## config.mk

```make
export PLATFORM = sky130hd
export DESIGN_NAME = decoder_pipe
export DESIGN_NICKNAME = d
export VERILOG_FILES = /design/src/rtl/decoder_pipe.sv
export SDC_FILE = /design/constraint.sdc
export NUM_CORES = 1
export LEC_CHECK = 0
export CORE_AREA = 2 2 55 70
export CTS_BUF_LIST = sky130_fd_sc_hd__clkbuf_8
export DETAILED_ROUTE_END_ITERATION = 10
export DIE_AREA = 0 0 57 72
export PLACE_DENSITY = 0.89
export SYNTH_ARGS = -nofsm -noshare
export SYNTH_HDL_FRONTEND = slang
export SYNTH_SLANG_ARGS = --single-unit
```

## constraint.sdc

```tcl
create_clock -name clk -period 3.8 [get_ports clk]
set_clock_uncertainty 0.2 [all_clocks]
set_input_delay 0.57 -clock clk [delete_from_list [all_inputs] [get_ports clk]]
set_output_delay 0.57 -clock clk [all_outputs]
set_load 0.02 [all_outputs]
```

## src/rtl/decoder_pipe.sv

```systemverilog
// Registered binary-to-vector decoder (one-hot / thermometer / active-low one-hot)
// with valid/ready on both sides and a 2-entry skid buffer. Define DECODER_PIPE_CNT_EN for xfer_cnt.
module decoder_pipe #(
  parameter int IN_W  = 4,
  parameter int OUT_W = 16
) (
  input  logic             clk,
  input  logic             rst_n,
  input  logic [IN_W-1:0]  in,
  input  logic [1:0]       mode,
  input  logic             in_valid,
  output logic             in_ready,
  output logic [OUT_W-1:0] out,
  output logic             out_err,
  output logic             out_valid,
  input  logic             out_ready
`ifdef DECODER_PIPE_CNT_EN
  ,
  output logic [15:0]      xfer_cnt
`endif
);

  typedef enum logic [1:0] {EMPTY, ONE, TWO} state_t;

  state_t           state, state_nxt;
  logic [OUT_W-1:0] main_q, skid_q;
  logic             main_err, skid_err;
  logic [OUT_W:0]   dec;
  logic             accept, transfer;
  logic             load_main, load_skid, main_from_skid;

  // Returns {err, vector}; out-of-range indices fall out of the one-hot compare as all-zero.
  function automatic logic [OUT_W:0] decode(input logic [IN_W-1:0] idx, input logic [1:0] m);
    logic [OUT_W-1:0] onehot, therm, vec;
    logic             range_err;
    range_err = int'(idx) >= OUT_W;
    for (int i = 0; i < OUT_W; i++) begin
      onehot[i] = (int'(idx) == i);
      therm[i]  = (i <= int'(idx)) && !range_err;
    end
    case (m)
      2'b01:   vec = therm;
      2'b10:   vec = ~onehot;
      default: vec = onehot;
    endcase
    return {range_err | (m == 2'b11), vec};
  endfunction

  assign dec       = decode(in, mode);
  assign in_ready  = (state != TWO);
  assign out_valid = (state != EMPTY);
  assign out       = main_q;
  assign out_err   = main_err;
  assign accept    = in_valid & in_ready;
  assign transfer  = out_valid & out_ready;

  always_comb begin
    // NOTE: every output of this block gets a default first, so no path can infer a latch.
    state_nxt      = state;
    load_main      = 1'b0;
    load_skid      = 1'b0;
    main_from_skid = 1'b0;
    case (state)
      EMPTY: if (accept) begin
        state_nxt = ONE;
        load_main = 1'b1;
      end
      ONE: begin
        if (accept && transfer) load_main = 1'b1;
        else if (accept) begin
          state_nxt = TWO;
          load_skid = 1'b1;
        end else if (transfer) state_nxt = EMPTY;
      end
      TWO: if (transfer) begin
        state_nxt      = ONE;
        load_main      = 1'b1;
        main_from_skid = 1'b1;
      end
      default: state_nxt = EMPTY;
    endcase
  end

  // NOTE: sequential state uses non-blocking assignments so all flops update from pre-edge values.
  always_ff @(posedge clk or negedge rst_n) begin
    if (!rst_n) state <= EMPTY;
    else        state <= state_nxt;
  end

  // NOTE: both data registers are reset: out must read 0 after reset, and a cleared skid keeps
  // stale data from ever reaching out after a mid-stream reset.
  always_ff @(posedge clk or negedge rst_n) begin
    if (!rst_n) begin
      main_q   <= '0;
      main_err <= 1'b0;
      skid_q   <= '0;
      skid_err <= 1'b0;
    end else begin
      if (load_main) begin
        main_q   <= main_from_skid ? skid_q   : dec[OUT_W-1:0];
        main_err <= main_from_skid ? skid_err : dec[OUT_W];
      end
      if (load_skid) begin
        skid_q   <= dec[OUT_W-1:0];
        skid_err <= dec[OUT_W];
      end
    end
  end

`ifdef DECODER_PIPE_CNT_EN
  always_ff @(posedge clk or negedge rst_n) begin
    if (!rst_n)        xfer_cnt <= 16'd0;
    else if (transfer) xfer_cnt <= xfer_cnt + 16'd1;
  end
`endif

endmodule

```

Word level (Yosys, flattened, before mapping)
Index checks and enable logic that the tools add are counted.
{ "word_totals": {"latch_bits": 0, "ramBits": 0, "rom_bits": 0, "in_bits": 10, "output_inout_bits": 19, "regBits": 36, "memories": 0} }
{ "classes": {"n_bitwise": 3, "n_mux": 16, "eq_ne": 25, "n_reduce_logical": 5, "n_mul": 0, "n_lt_le_gt_ge": 15, "shift": 0, "div_mod_pow": 0, "n_addsub": 0} }
{ "op_table": {"columns": ["op", "n"], "rows": [
  ["equality test 4 bit (second input constant)", 8],
  ["less-or-equal comparator 4 bit (first input constant)", 8],
  ["one-hot mux 16 bit (2 select lines)", 1],
  ["equality test 4 x 3 -> 1 bit (second input constant)", 4],
  ["less-or-equal comparator 3 x 4 -> 1 bit (first input constant)", 4],
  ["2-to-1 mux 16 bit", 1],
  ["NOT 16 bit", 1],
  ["2-to-1 mux 2 bit", 5],
  ["equality test 4 x 2 -> 1 bit (second input constant)", 2],
  ["less-or-equal comparator 2 x 4 -> 1 bit (first input constant)", 2],
  ["inequality test 2 bit (second input constant)", 4],
  ["2-to-1 mux 1 bit", 7],
  ["equality test 2 bit (second input constant)", 3],
  ["one-hot mux 2 bit (3 select lines)", 1],
  ["equality test 2 x 1 -> 1 bit (second input constant)", 2],
  ["equality test 4 x 1 -> 1 bit (second input constant)", 1],
  ["less-or-equal comparator 1 x 4 -> 1 bit (first input constant)", 1],
  ["logical NOT 4 bit", 1],
  ["AND reduction 4 bit", 1],
  ["inequality test 3 bit (second input constant)", 1],
  ["one-hot mux 1 bit (3 select lines)", 1],
  ["bitwise AND 1 bit", 2],
  ["logical NOT 2 bit", 1],
  ["nonzero test 2 bit", 1],
  ["logical AND 1 bit", 1]
]} }

Logic depth before layout (Yosys ltp)
{ "depth": {"ltp_word": 6, "mapped_depth": 7, "ltp_nobuf": 6} }

Worst setup path after synthesis
No wires, ideal clock.
{ "synth_path": {"kind": "input to register", "start": "in mode[0]", "end": "reg main_q[5] (netlist: out[5])", "setup_time_ps": 126, "arrival_ps": 1749, "path_buffers": 0, "path_slack_ps": 1725, "cell_stages": 6, "cell_sequence": "inv_1 -> ha_1 -> or2_2 -> mux2i_1 -> a21oi_1 -> a221o_1"} }
{ "synth_via": {"elab_chain_cells": 3} }
{ "synth_lines": {"columns": ["element", "line", "text"], "rows": [
  ["start, declared", "10", "input logic [1:0] mode,"],
  ["equality test 2 bit / equality test 2 x 1 -> 1 bit (equally long branches)", "41", "case (m)"],
  ["one-hot mux 16 bit (2 select lines) *", "41", null],
  ["2-to-1 mux 16 bit *", "100", "main_q <= main_from_skid ? skid_q : dec[OUT_W-1:0];"],
  ["end signal, assigned", "100", null],
  ["end, declared", "26", "logic [OUT_W-1:0] main_q, skid_q;"]
]} }
Mark *: on every way between the ends. The rest lies on a longest branch, timed or not.
A chain may end at the register's enable or synchronous reset.

Worst setup path after layout
{ "layout_path": {"start": "in mode[0]", "end": "reg main_q[3] (netlist: out[3])"} }
The elaborated chain is that of the path after synthesis.

==> results by group <==
Outcome
  • Status: completed

Placement
  • Detail Placement HPWL: 3.05 mm
  • PortBufs: 28
  • Gpl congestion: 0.891

Critical path
  • Crit path required time: 3760 ps
  • Worst setup SP type: primary input
  • WP data arrival: 2610 ps
  • Crit Path Category: in2reg
  • Critical Path Sink Type: flop
  • Critical path fanouts, max: 16
  • FF-to-FF path depth: 4

Synth
  • Syn avg cell area: 9.56 um^2
  • Syn Nets: 223
  • Asr flop ratio synth: 1.00
  • Syn Inst Count: 210
  • Synthesized area: 0.00201 mm^2
  • Post-synthesis sequential element count: 36
  • Warnings, synthesis: 0
  • Sequential share of the synthesized area: 0.449
  • Yosys cell types: 45
  • Post-synth EDFFs: 0
  • Most frequently used flop master after synthesis: dfrtp_1

Layout
  • Share of post-route cells with drive strength above 1: 0.0987
  • Diode count: 0
  • Most frequent cells in the layout: 36 x dfrtp_1, 28 x clkdlybuf4s50_1, 26 x a21oi_1
  • Area Growth Syn to Fin: 20.3%
  • Most common cell after layout, fill and taps aside: dfrtp_1
  • Nets: 245

Drt
  • Via/cell ratio: 6.50
  • Vias after detailed routing: 1767
  • 1st-pass router iterations: 4
  • Final WL: 4.71 mm
  • Antenna Nets Post-Route: 0
  • DRT iter0 DRCs: 125
  • Residual DRC count: 0
  • WL/cell: 17.3 um

Floorplan
  • Die area: 0.00410 mm^2
  • Die width: 57 um
  • Core area: 0.00342 mm^2
  • Die height: 72 um
  • IO Pins: 29
  • Row count: 24
  • Initial core utilization: 0.587

Power and ir drop
  • Pint: 1.04 mW
  • Cell area power density: 617 mW/mm^2
  • Clk pwr share: 0.318
  • Reg power frac: 0.391
  • P_leak: 1.01 nW
  • Max VDD drop: 0.434 mV
  • Comb pwr share: 0.291
  • Switch share: 0.305
  • Net switching power: 0.455 mW

STA
  • Final Max Tran Viols: 0
  • Max-slew headroom: 0.527
  • Setup TNS: 0 ps
  • Fin crit share: 0.696
  • RSZ-0062 raised after global routing: no
  • Final hold viol count: 0
  • Final Setup Violations: 0
  • FMAX: 378 MHz
  • Worst Tran Pin Value: 707 ps
  • Hold slack final: 305 ps
  • Crit path time final: 2640 ps

Clock network
  • Bufs on Longest Clock Path: 2
  • Cts hold-fix bufs: 0
  • CTS H-tree depth: 2
  • CTS tree: yes
  • CTS clock-pin slew for the worst setup and hold paths: 80 ps
  • Clock root buffer master: clkbuf_8
  • CTS buffer count: 5
  • Post-CTS Resized: 0
  • Post-CTS setup buffer count: 0
  • CTS Sinks: 36
  • Worst skew pair latency: 300 ps

Global routing
  • First-pass GRT wire length: 7.66 mm
  • GRT Resource Usage Total: 0.244
  • Initial antenna violation count: 0
  • Largest net degree at the start of global routing: 37
  • Vias in the first global route: 1637
  • Gr ovfl total: 0

Hold path
  • Min-delay worst type: reg2reg
  • Hold path depth: 2

Run
  • Max-cap violations: 0
worst max-delay path: stages:
cell             delay, ps
clkdlybuf4s50_1        510
inv_1                   60
ha_1                   530
nand2b_1               350
a31oi_1                130
a21oi_1                320
o21ai_0                140
cells by family (layout without fill, tap and decap cells):
family,Yosys count,in the layout,synth area share
AOI/OAI and AO/OA,82,82,0.263
and+or+nand+nor,58,58,0.163
DFF,36,36,0.449
buffers and inverters,23,46,0.0660
muxes,8,8,0.0405
adders and majority gates,3,3,0.0187
cell usage after synthesis, types with 2 or more instances:
library cell / n / area (um^2)
nand2_1: 8 / 30.0
nor2_1: 21 / 78.8
a221o_1: 6 / 60.1
a21oi_1: 26 / 130
a31oi_1: 12 / 75.1
o21ai_0: 15 / 75.1
a22oi_1: 10 / 75.1
o31ai_1: 2 / 15.0
clkbuf_1: 2 / 7.51
a21o_1: 2 / 15.0
nand2b_1: 6 / 37.5
ha_1: 3 / 37.5
inv_1: 6 / 22.5
buf_2: 6 / 30.0
buf_6: 2 / 22.5
nor2b_1: 4 / 25.0
buf_4: 6 / 45.0
dfrtp_1: 36 / 901
o21ai_1: 2 / 10.0
and4bb_1: 2 / 25.0
or2_2: 3 / 18.8
mux2i_1: 7 / 70.1
layout make-up:
cell class / count / area (um^2)
flip-flops and latches: 36 / 901
multi-input cells: 151 / 975
repair buffers: 32 / 310
inverters: 6 / 22.5
fillers: 275 / 1010
clock inverters: 3 / 90.1
clock buffers: 5 / 68.8
well taps: 39 / 48.8
per-layer routing:
layer / up-vias / wire length (um) / track usage
li1: 816 / - / -
met1: 869 / 1930 / 0.306
met2: 72 / 2410 / 0.396
met3: 10 / 251 / 0.0499
met4: 0 / 115 / 0.127
met5: - / 0 / 0
worst paths after layout:
kind	startpoint	to	slack (ps)
worst max-delay path	mode[0]	out[3]	1160
worst min-delay path	out[0]	out[0]	300
worst max register to register	state[1]	out[6]	1940
worst min register to register	out[0]	out[0]	300
max in group asynchronous	rst_n	out[1]	2590
min in group asynchronous	rst_n	out_err	490
registers in the layout (all words and copies together), names as in the netlist:
register,count
out_err,1
skid_err,1
out,16
skid_q,16
state,2
stage by stage:
stage | total power, mW | instances | setup slack [ps] | area (um^2) | utilization
finish | 1.49 | 272 | 1160 | 2420 | 0.706
floorplan | 0.844 | 210 | 1720 | 2010 | -
global route | 1.56 | 272 | 993 | 2420 | 0.706
global placement | 0.997 | 264 | 969 | 2260 | 0.659
CTS | 1.49 | 272 | 1160 | 2420 | 0.706
detailed placement | 1.02 | 264 | 894 | 2260 | 0.659
power by group through the flow:
stage	clock, mW	combinational, mW	sequential [mW]
2_1_floorplan	0	0.213	0.631
6_report	0.475	0.434	0.583
4_1_cts	0.477	0.435	0.580
5_1_grt	0.491	0.475	0.597
3_5_place_dp	0	0.430	0.585
3_3_place_gp	0	0.417	0.580
(Power assumes the default switching activity.)
